$ cat config.mk
export PLATFORM = sky130hd
export DESIGN_NAME = lsu_nb
export DESIGN_NICKNAME = d
export VERILOG_FILES = /design/src/rtl/lsu_nb.sv
export SDC_FILE = /design/constraint.sdc
export NUM_CORES = 1
export LEC_CHECK = 0
export BUFFER_PORTS_ARGS = -buffer_cell sky130_fd_sc_hd__buf_2
export CAP_MARGIN = 40
export CELL_PAD_IN_SITES_DETAIL_PLACEMENT = 1
export CELL_PAD_IN_SITES_GLOBAL_PLACEMENT = 1
export CORE_ASPECT_RATIO = 0.9
export CORE_MARGIN = 8
export CORE_UTILIZATION = 48
export DETAILED_ROUTE_END_ITERATION = 10
export PLACE_DENSITY = 0.9
export SYNTH_ARGS = -nofsm -noshare
export SYNTH_HDL_FRONTEND = slang
export SYNTH_SLANG_ARGS = --single-unit
$ cat constraint.sdc
create_clock -name clk -period 4.45 [get_ports clk]
set_input_delay 0.2225 -clock clk [delete_from_list [all_inputs] [get_ports clk]]
set_output_delay 0.2225 -clock clk [all_outputs]
set_load 0.1 [all_outputs]
$ cat src/rtl/lsu_nb.sv
// Non-blocking load/store unit between the EXE stage and the core data bus.
// One request is issued at a time. Up to MAX_OT transactions can be in flight.
// Load data is aligned and extended here. Misaligned accesses trap before
// they reach the bus. A load never overtakes an outstanding store.

package lsu_nb_pkg;
  localparam logic [1:0] CB_OKAY = 2'b00;

  // Data fields are sized for the widest core; narrower cores use the low bits.
  typedef struct packed {
    logic        rd_addr_valid;
    logic [31:0] rd_addr;
    logic [2:0]  rd_size;
    logic        rd_ready;
    logic        wr_addr_valid;
    logic [31:0] wr_addr;
    logic [2:0]  wr_size;
    logic        wr_data_valid;
    logic [63:0] wr_data;
    logic [7:0]  wr_strobe;
    logic        wr_resp_ready;
  } s_cb_mosi_t;

  typedef struct packed {
    logic        rd_addr_ready;
    logic        rd_valid;
    logic [63:0] rd_data;
    logic [1:0]  rd_resp;
    logic        wr_addr_ready;
    logic        wr_data_ready;
    logic        wr_resp_valid;
    logic [1:0]  wr_resp_error;
  } s_cb_miso_t;
endpackage

module lsu_nb
  import lsu_nb_pkg::*;
#(
  parameter int XLEN            = 32,
  parameter int MAX_OT          = 4,
  parameter int SUPPORT_WR_RESP = 1
) (
  input  logic                      clk,
  input  logic                      rst,
  input  logic                      req_valid_i,
  output logic                      req_ready_o,
  input  logic [1:0]                req_op_i,
  input  logic [2:0]                req_width_i,
  input  logic [31:0]               req_addr_i,
  input  logic [XLEN-1:0]           req_wdata_i,
  input  logic [4:0]                req_rd_i,
  output logic                      ld_valid_o,
  output logic [XLEN-1:0]           ld_data_o,
  output logic [4:0]                ld_rd_o,
  output s_cb_mosi_t                data_cb_mosi_o,
  input  s_cb_miso_t                data_cb_miso_i,
  output logic                      trap_ld_o,
  output logic                      trap_st_o,
  output logic [31:0]               trap_addr_o,
  output logic [$clog2(MAX_OT):0]   ot_cnt_o
);

  localparam int SW = XLEN / 8;
  localparam int OW = $clog2(SW);
  localparam int CW = $clog2(MAX_OT) + 1;
  localparam int PW = $clog2(MAX_OT);

  typedef enum logic [1:0] {IDLE, HOLD, ISSUE} state_t;

  state_t          state;
  logic            lat_store;
  logic [2:0]      lat_width;
  logic [31:0]     lat_addr;
  logic [XLEN-1:0] lat_wdata;
  logic [4:0]      lat_rd;
  logic            aw_done, w_done;
  logic [CW-1:0]   ot_q, st_q, st_nxt;
  logic [PW:0]     lq_wr, lq_rd, sq_wr, sq_rd;
  logic            trap_ld_q, trap_st_q;
  logic [31:0]     trap_addr_q;

  logic [2:0]      lq_width [MAX_OT];
  logic [OW-1:0]   lq_off   [MAX_OT];
  logic [4:0]      lq_rdst  [MAX_OT];
  logic [31:0]     lq_addr  [MAX_OT];
  logic [31:0]     sq_addr  [MAX_OT];

  logic accept, is_ld, is_st, misalign;
  logic rd_addr_valid, ld_issue, aw_valid, w_valid, aw_hs, w_hs, st_done;
  logic lq_empty, ld_ret, ld_err, st_inc, st_ret, st_err, ot_inc;
  logic [PW-1:0] head;
  logic [OW-1:0] st_off, head_off;
  logic [3:0] st_nb, ld_nb;
  logic [SW-1:0] smask, st_strobe;
  logic [XLEN-1:0] st_bmask, st_data, ld_shift, ld_mask, ld_ext;
  logic ld_sign, ld_sgn;
  logic unused_bits;

  assign accept      = req_valid_i & req_ready_o;
  assign req_ready_o = rst & (state == IDLE) & (ot_q < CW'(MAX_OT));
  assign is_ld       = (req_op_i == 2'b01);
  assign is_st       = (req_op_i == 2'b10);

  assign rd_addr_valid = (state == ISSUE) & ~lat_store;
  assign ld_issue      = rd_addr_valid & data_cb_miso_i.rd_addr_ready;
  assign aw_valid      = (state == ISSUE) & lat_store & ~aw_done;
  assign w_valid       = (state == ISSUE) & lat_store & ~w_done;
  assign aw_hs         = aw_valid & data_cb_miso_i.wr_addr_ready;
  assign w_hs          = w_valid & data_cb_miso_i.wr_data_ready;
  assign st_done       = (state == ISSUE) & lat_store & (aw_done | aw_hs) & (w_done | w_hs);

  assign lq_empty = (lq_wr == lq_rd);
  assign head     = lq_rd[PW-1:0];
  assign ld_ret   = data_cb_miso_i.rd_valid & ~lq_empty;
  assign ld_err   = ld_ret & (data_cb_miso_i.rd_resp != CB_OKAY);

  // Without write responses a store retires as it completes, so it never counts as outstanding.
  assign st_inc = st_done & (SUPPORT_WR_RESP != 0);
  assign st_ret = (SUPPORT_WR_RESP != 0) & data_cb_miso_i.wr_resp_valid & (st_q != '0);
  assign st_err = st_ret & (data_cb_miso_i.wr_resp_error != CB_OKAY);
  assign ot_inc = ld_issue | st_inc;
  assign st_nxt = st_q + CW'(st_inc) - CW'(st_ret);

  assign ot_cnt_o    = ot_q;
  assign trap_ld_o   = trap_ld_q;
  assign trap_st_o   = trap_st_q;
  assign trap_addr_o = trap_addr_q;
  assign unused_bits = ^{data_cb_miso_i.rd_data, lat_width[2]};

  // Flag requests whose address does not match the access size.
  always_comb begin
    misalign = 1'b0;
    case (req_width_i[1:0])
      2'b01:   misalign = req_addr_i[0];
      2'b10:   misalign = (req_addr_i[1:0] != 2'b00);
      2'b11:   misalign = (req_addr_i[2:0] != 3'b000);
      default: misalign = 1'b0;
    endcase
  end

  // Build store strobe and byte-lane data, with unused lanes forced to zero.
  always_comb begin
    st_off   = lat_addr[OW-1:0];
    st_nb    = 4'd1 << lat_width[1:0];
    smask    = '0;
    st_bmask = '0;
    for (int i = 0; i < SW; i++) smask[i] = (4'(i) < st_nb);
    st_strobe = smask << st_off;
    for (int i = 0; i < SW; i++) st_bmask[8*i +: 8] = {8{st_strobe[i]}};
    st_data = (lat_wdata << {st_off, 3'b000}) & st_bmask;
  end

  // Align returning load data to the FIFO head entry and extend it.
  always_comb begin
    head_off = lq_off[head];
    ld_nb    = 4'd1 << lq_width[head][1:0];
    ld_sgn   = ~lq_width[head][2] & (lq_width[head][1:0] != 2'b11);
    ld_shift = data_cb_miso_i.rd_data[XLEN-1:0] >> {head_off, 3'b000};
    ld_mask  = '0;
    ld_sign  = 1'b0;
    for (int i = 0; i < SW; i++) begin
      if (4'(i) < ld_nb) begin
        ld_mask[8*i +: 8] = 8'hFF;
        ld_sign           = ld_shift[8*i + 7];
      end
    end
    ld_ext     = (ld_shift & ld_mask) | ((ld_sgn & ld_sign) ? ~ld_mask : '0);
    ld_valid_o = ld_ret & ~ld_err;
    ld_data_o  = ld_valid_o ? ld_ext : '0;
    ld_rd_o    = ld_valid_o ? lq_rdst[head] : '0;
  end

  // Drive the bus request side from the latched request; ready lines stay high.
  always_comb begin
    data_cb_mosi_o               = '0;
    data_cb_mosi_o.rd_ready      = 1'b1;
    data_cb_mosi_o.wr_resp_ready = 1'b1;
    data_cb_mosi_o.rd_addr_valid = rd_addr_valid;
    data_cb_mosi_o.rd_addr       = {lat_addr[31:OW], {OW{1'b0}}};
    data_cb_mosi_o.rd_size       = 3'(OW);
    data_cb_mosi_o.wr_addr_valid = aw_valid;
    data_cb_mosi_o.wr_addr       = {lat_addr[31:OW], {OW{1'b0}}};
    data_cb_mosi_o.wr_size       = {1'b0, lat_width[1:0]};
    data_cb_mosi_o.wr_data_valid = w_valid;
    data_cb_mosi_o.wr_data       = 64'(st_data);
    data_cb_mosi_o.wr_strobe     = 8'(st_strobe);
  end

  // Metadata storage for issued loads and outstanding stores; no reset needed.
  always_ff @(posedge clk) begin
    if (ld_issue) begin
      lq_width[lq_wr[PW-1:0]] <= lat_width;
      lq_off[lq_wr[PW-1:0]]   <= lat_addr[OW-1:0];
      lq_rdst[lq_wr[PW-1:0]]  <= lat_rd;
      lq_addr[lq_wr[PW-1:0]]  <= lat_addr;
    end
    if (st_inc) sq_addr[sq_wr[PW-1:0]] <= lat_addr;
  end

  // Control FSM, counters, FIFO pointers and trap pulses.
  always_ff @(posedge clk or negedge rst) begin
    if (!rst) begin
      state       <= IDLE;
      lat_store   <= 1'b0;
      lat_width   <= '0;
      lat_addr    <= '0;
      lat_wdata   <= '0;
      lat_rd      <= '0;
      aw_done     <= 1'b0;
      w_done      <= 1'b0;
      ot_q        <= '0;
      st_q        <= '0;
      lq_wr       <= '0;
      lq_rd       <= '0;
      sq_wr       <= '0;
      sq_rd       <= '0;
      trap_ld_q   <= 1'b0;
      trap_st_q   <= 1'b0;
      trap_addr_q <= '0;
    end else begin
      ot_q      <= ot_q + CW'(ot_inc) - CW'(ld_ret) - CW'(st_ret);
      st_q      <= st_nxt;
      trap_ld_q <= 1'b0;
      trap_st_q <= 1'b0;
      if (ld_issue) lq_wr <= lq_wr + 1'b1;
      if (ld_ret)   lq_rd <= lq_rd + 1'b1;
      if (st_inc)   sq_wr <= sq_wr + 1'b1;
      if (st_ret)   sq_rd <= sq_rd + 1'b1;
      if (st_err) begin
        trap_st_q   <= 1'b1;
        trap_addr_q <= sq_addr[sq_rd[PW-1:0]];
      end
      if (ld_err) begin
        trap_ld_q   <= 1'b1;
        trap_addr_q <= lq_addr[head];
      end
      if (accept && (is_ld || is_st) && misalign) begin
        if (is_ld) trap_ld_q <= 1'b1;
        else       trap_st_q <= 1'b1;
        trap_addr_q <= req_addr_i;
      end
      case (state)
        IDLE: begin
          if (accept && (is_ld || is_st) && !misalign) begin
            lat_store <= is_st;
            lat_width <= req_width_i;
            lat_addr  <= req_addr_i;
            lat_wdata <= req_wdata_i;
            lat_rd    <= req_rd_i;
            aw_done   <= 1'b0;
            w_done    <= 1'b0;
            state     <= (is_ld && st_q != '0) ? HOLD : ISSUE;
          end
        end
        HOLD: begin
          if (st_nxt == '0) state <= ISSUE;
        end
        ISSUE: begin
          if (lat_store) begin
            if (st_done) begin
              state   <= IDLE;
              aw_done <= 1'b0;
              w_done  <= 1'b0;
            end else begin
              aw_done <= aw_done | aw_hs;
              w_done  <= w_done | w_hs;
            end
          end else if (ld_issue) begin
            state <= IDLE;
          end
        end
        default: state <= IDLE;
      endcase
    end
  end

endmodule

# --- Word-level counts from Yosys, hierarchy flattened ---
# Memory sizes are Yosys's and may differ from the RTL's.
# Index checks and enable logic that the tools add are counted.
totals:
  reg_bits: 129
  mem_bits_rw: 296
  inputBits: 150
  output_inout_bits: 223
  wordCells: 148
  n_memories: 5
memory_table:
  columns: ["memory", "depth", "width", "read_ports", "rd_ports_with_merged_regs", "wr", "line", "rtl"]
  rows:
  - ["lq_addr", 4, 32, 1, 0, 1, "85", "logic [31:0] lq_addr [MAX_OT];"]
  - ["sq_addr", 4, 32, 1, 0, 1, "86", "logic [31:0] sq_addr [MAX_OT];"]
  - ["lq_rdst", 4, 5, 1, 0, 1, "84", "logic [4:0] lq_rdst [MAX_OT];"]
  - ["lq_width", 4, 3, 1, 0, 1, "82", "logic [2:0] lq_width [MAX_OT];"]
  - ["lq_off", 4, 2, 1, 0, 1, "83", "logic [OW-1:0] lq_off [MAX_OT];"]
classes:
  n_addsub: 9
  magnitude_cmp: 9
  eq_ne: 14
  shift: 5
  muxes: 39
  bitwise_logic: 32
  n_reduce_logical: 18
op_table:
  columns: ["cell", "n"]
  rows:
  - ["32-bit two-way mux", 5]
  - ["32-bit AND", 2]
  - ["8-bit two-way mux", 4]
  - ["32-bit NOT", 1]
  - ["32-bit bitwise OR", 1]
  - ["32-bit by 5-bit left shift with 32-bit output", 1]
  - ["32-bit by 5-bit >> shifter with 32-bit output", 1]
  - ["1-bit AND", 19]
  - ["1-bit two-way mux", 19]
  - ["1-bit by 4-bit less-than comparator with 1-bit output, first input constant", 4]
  - ["2-bit by 4-bit less-than comparator with 1-bit output, first input constant", 4]
  - ["3-bit by 1-bit adder with 3-bit output, second input constant", 4]
  - ["2-bit two-way mux", 6]
  - ["3-bit nonzero test", 3]
  - ["3-bit by 1-bit subtractor with 3-bit output", 3]
  - ["2-bit equality test, second input constant", 4]
  - ["2-bit nonzero test", 4]
  - ["1-bit by 2-bit left shift with 4-bit output, first input constant", 2]
  - ["3-bit by 1-bit adder with 3-bit output", 2]
  - ["2-bit by 1-bit equality test with 1-bit output, second input constant", 3]
  - ["2-bit != test, second input constant", 3]
  - ["3-bit != test, second input constant", 2]
  - ["1-bit NOT", 6]
  - ["2-bit one-hot mux with 3 select lines", 1]
  - ["16 further kinds", 22]

# --- Depth between registers and ports, before layout ---
logic_depth:
  word_depth: 12
  depth_mapped: 14
  mapped_depth_nobuf: 13

# --- Worst setup path after synthesis ---
# Ideal clock, no wire load.
synth_timing:
  path_type: "reg2reg"
  start: "reg ot_q[2] (netlist: ot_cnt_o[2])"
  end: "reg trap_addr_q[19] (netlist: trap_addr_o[19])"
  setup_ps: 70
  t_arrival_ps: 5544
  required_time_ps: 4380
  path_slack_ps: -1163
  stages_incl_launch_ff: 7
  path_buffers: 1
  period_less_slack_ps: 5613
  path_cell_list: "dfrtp_1 -> nor4b_1 -> nand3b_1 -> nor2_1 -> clkbuf_1 -> a222oi_1 -> nand2_1"
synth_between:
  elab_chain_len: 6
  word_cells_on_any_way: 7
  cone_classes: "order compare (1); mux (1); bitwise (2); reduce/logical (3)"
synth_rtl:
  columns: ["item", "line", "rtl"]
  rows:
  - ["start: declaration", "77", "logic [CW-1:0] ot_q, st_q, st_nxt;"]
  - ["start signal: assignment", "221", "ot_q <= ot_q + CW'(ot_inc) - CW'(ld_ret) - CW'(st_ret);"]
  - ["3-bit less-than comparator (*)", "100", "assign req_ready_o = rst & (state == IDLE) & (ot_q < CW'(MAX_OT));"]
  - ["1-bit AND (*)", "100", null]
  - ["net req_ready_o", "46", "output logic req_ready_o,"]
  - ["1-bit AND (*)", "99", "assign accept = req_valid_i & req_ready_o;"]
  - ["1-bit logical AND (*) (2 in a row)", "237", "if (accept && (is_ld || is_st) && misalign) begin"]
  - ["3-bit nonzero test (no line) / 32-bit two-way mux (equally long branches)", null, null]
  - ["end signal: assignment", "231", "trap_addr_q <= sq_addr[sq_rd[PW-1:0]];"]
  - ["end signal: assignment", "235", "trap_addr_q <= lq_addr[head];"]
  - ["end signal: assignment", "240", "trap_addr_q <= req_addr_i;"]
  - ["end: declaration", "80", "logic [31:0] trap_addr_q;"]
# The timed path passes the listed nets; every way through them passes the cells marked *.
# A chain may end at the register's enable or synchronous reset.

# --- Worst setup path in the final report ---
layout_timing:
  start: "reg lq_rd[1]"
  end: "out ld_data_o[31]"
layout_between:
  elab_chain_len: 11
  word_cells_on_any_way: 28
  cone_classes: "order compare (4); eq/ne (2); shift (2); mux (7); bitwise (11); memory (2)"
layout_rtl:
  columns: ["item", "line", "rtl"]
  rows:
  - ["start: declaration", "78", "logic [PW:0] lq_wr, lq_rd, sq_wr, sq_rd;"]
  - ["start signal: assignment", "226", "if (ld_ret) lq_rd <= lq_rd + 1'b1;"]
  - ["memory 4 x 3 bit", null, null]
  - ["1-bit by 2-bit left shift with 4-bit output", "156", "ld_nb = 4'd1 << lq_width[head][1:0];"]
  - ["1-bit by 4-bit less-than comparator with 1-bit output", "162", "if (4'(i) < ld_nb) begin"]
  - ["1-bit two-way mux (4 in a row)", "162", null]
  - ["1-bit AND", "167", "ld_ext = (ld_shift & ld_mask) | ((ld_sgn & ld_sign) ? ~ld_mask : '0);"]
  - ["32-bit two-way mux", "167", null]
  - ["32-bit bitwise OR", "167", null]
  - ["32-bit two-way mux (*)", "169", "ld_data_o = ld_valid_o ? ld_ext : '0;"]
  - ["end: declaration", "53", "output logic [XLEN-1:0] ld_data_o,"]
# Every way passes the cells marked *; elsewhere a longest branch is shown, timed or not.

==> impl_metrics.json <==
{
  "clk_pin_slew_ns": 0.06,
  "grt_pass1_wl_um": 83100,
  "worst-path-max-fanout": 28,
  "io-pin-count": 373,
  "skew_ns": 0.0215,
  "drc": 0,
  "synth.distinct_cells": 51,
  "numCtsBuffers": 43,
  "path_cells": "mux4_2 > mux2i_1 > mux2_2 > a211oi_4 > a21o_1 > buf_2",
  "crit_type": "reg2out",
  "crit_path_top_delay_cell": "dfrtp_2",
  "place.gp.congestion": 0.854,
  "core-area_um2": 37100,
  "status": "completed",
  "synth_seq_area_share": 0.655,
  "min_path_type": "in2reg",
  "hold_slack_ns": 0.0414,
  "crit_family": "multiplexers",
  "dieArea_um2": 44100,
  "startpoint_type": "register",
  "cts_sinks": 415,
  "synth_edf_count": 288,
  "fin_crit_ns": 4.17,
  "setup_viol": 0,
  "vias_per_cell": 5.73,
  "ctsResizeCount": 0,
  "synth_area_um2": 18000,
  "clk_latency_ns": 0.55,
  "crit_path_end_kind": "output port",
  "drive_gt1_frac": 0.302,
  "crit_required_ns": 4.23,
  "grt_max_degree": 60,
  "synth_seq_cells": 415,
  "fmax_ghz": 0.240,
  "async_reset_ff_frac": 0.306,
  "dr.pass1.iters": 7,
  "grt_overflow_total": 0,
  "critPathBufInv": 1,
  "wire_per_inst_um": 26.8,
  "die_x_um": 220,
  "rsz0062_at_grt": "false",
  "yosys_most_used_dff": "edfxtp_1",
  "worst_pin_slew_ns": 0.941,
  "post-route-period-util": 0.936,
  "clock_path_buffers": 3,
  "finalHoldViolCount": 0,
  "drv_cap": 0,
  "avgSynthCellArea_um2": 14.1,
  "drtIter0Drc": 1015,
  "port_buffers": 294,
  "cts.htree.levels": 2,
  "cts_tree": "built",
  "dp_hpwl_um": 36000,
  "antenna_found_initial": 5,
  "final_antenna_net_count": 0,
  "fp.dieH_um": 200,
  "maxSlewViolCount": 0,
  "wirelength_um": 56600,
  "totalNegativeSetupSlack_ns": 0,
  "fin_nets": 1761,
  "critPathArrivalTime_ns": 3.94,
  "dr_total_vias": 12100,
  "grt_pass1_vias": 13600,
  "max-slew-margin-rel": 0.372,
  "syn_inst": 1280,
  "start_util": 0.486,
  "root_buffer": "clkbuf_16",
  "ys.warnings.count": 0,
  "cpPeakStageDelay_ns": 0.94,
  "rows": 67,
  "grt.total_usage": 0.251,
  "syn2layout_area_growth_pct": 20.6
}
## registers in the layout (all words and copies together) (netlist names), 5 cells and up
signal and flops:
lat_addr 32, lq_rdst 20, lq_addr 128, lat_rd 5, sq_addr 128, lq_width 12
trap_addr_o 32, lat_wdata 32
## cell type report
cell class / instances / area [um^2]
well taps: 483 / 604
clock inverters: 16 / 111
repair buffers: 398 / 2580
clock buffers: 63 / 1280
flip-flops and latches: 415 / 11800
inverters: 23 / 86.3
diodes: 3 / 7.51
fillers: 3632 / 15400
multi-input cells: 712 / 5260
## placed cells by master (no fill, tap or decap), types with 11 or more instances in the layout
cell and n:
clkbuf_16 45, a211oi_1 38, ha_1 16, dfrtp_1 123
nor2b_1 24, mux2i_1 33, o21ai_1 11, a21oi_1 14
conb_1 46, mux4_2 72, buf_2 294, and2_1 11
inv_1 21, dlygate4sd3_1 75, nor2_1 51, a222oi_1 31
nand2_1 287, buf_4 20, edfxtp_1 288
## synthesized netlist by cell type (3+ instances only)
library cell	instances	area, um^2
a211oi_1	38	285
a21o_1	8	60.1
a21oi_1	15	75.1
a222oi_1	31	310
and2_1	15	93.8
and3_1	4	25.0
buf_1	5	18.8
buf_2	14	70.1
buf_4	112	841
buf_6	3	33.8
clkbuf_1	40	150
dfrtp_1	127	3180
edfxtp_1	288	8650
ha_1	16	200
inv_1	21	78.8
mux2i_1	33	330
mux4_2	72	1620
nand2_1	288	1080
nor2_1	53	199
nor2b_1	24	150
nor3_1	3	15.0
o21ai_0	5	25.0
o21ai_1	11	55.1
o31ai_1	3	22.5
o32ai_1	4	35.0
or2_2	3	18.8
xnor2_1	9	78.8
xor2_1	5	43.8
## cells by family (layout without fill, tap and decap cells)
logic type | after synthesis | after routing | share of synthesized area
flops | 415 | 415 | 0.655
simple gates | 399 | 399 | 0.0914
buf+inv | 197 | 500 | 0.0665
compound gates | 127 | 127 | 0.0561
mux | 108 | 108 | 0.110
fa+ha+maj | 18 | 18 | 0.0133
xor+xnor | 14 | 14 | 0.00679
other cells | 2 | 49 | 0.000416
## stage by stage
stage               cell area (um^2)  setup slack [ns]  utilization  cells
floorplan                      18200             0.389            -   1324
global placement               19400              1.02        0.523   1947
detailed placement             19600             0.871        0.528   1955
CTS                            21700             0.289        0.585   2109
global route                   21800             0.112        0.586   2113
finish                         21800             0.284        0.586   2113
## path summary, 6_finish.rpt
check | from | to | slack (ns) | cells after the start
min in group asynchronous | rst | trap_addr_o[27]$_DFFE_PN0P_ | 0.06 | 2
max in group asynchronous | rst | lq_rd[0]$_DFFE_PN0P_ | 3.19 | 3
worst min register to register | lat_wdata[25]$_DFFE_PN0P_ | lat_wdata[25]$_DFFE_PN0P_ | 0.47 | 2
worst max-delay path | lq_rd[1]$_DFFE_PN0P_ | ld_data_o[31] | 0.28 | 6
worst max register to register | lq_rd[1]$_DFFE_PN0P_ | ot_cnt_o[2]$_DFF_PN0_ | 1.19 | 10
worst min-delay path | data_cb_miso_i[4] | aw_done$_DFFE_PN0P_ | 0.04 | 3
## worst register-to-register path: cells and delay by family (launching register included)
family	cells	cell delay (ns)
adders and majority gates	3	0.89
DFF	1	0.94
buffers and inverters	3	0.32
AOI/OAI and AO/OA	1	0.37
xor gates and xnor gates	3	0.65
## per-layer routing
metal  global-route usage  share of wire
met1                0.310           0.38
met2                0.442           0.52
met3               0.0432          0.064
met4               0.0895          0.031
met5                    0        0.00041
## timing repair
action,4_1_cts,5_1_grt
setup buffers,0,0
hold endpoints to repair,113,0
hold buffers,75,0
Power is not shown: default switching activity piles up to over one toggle a cycle in this logic, so the estimate is an artifact.
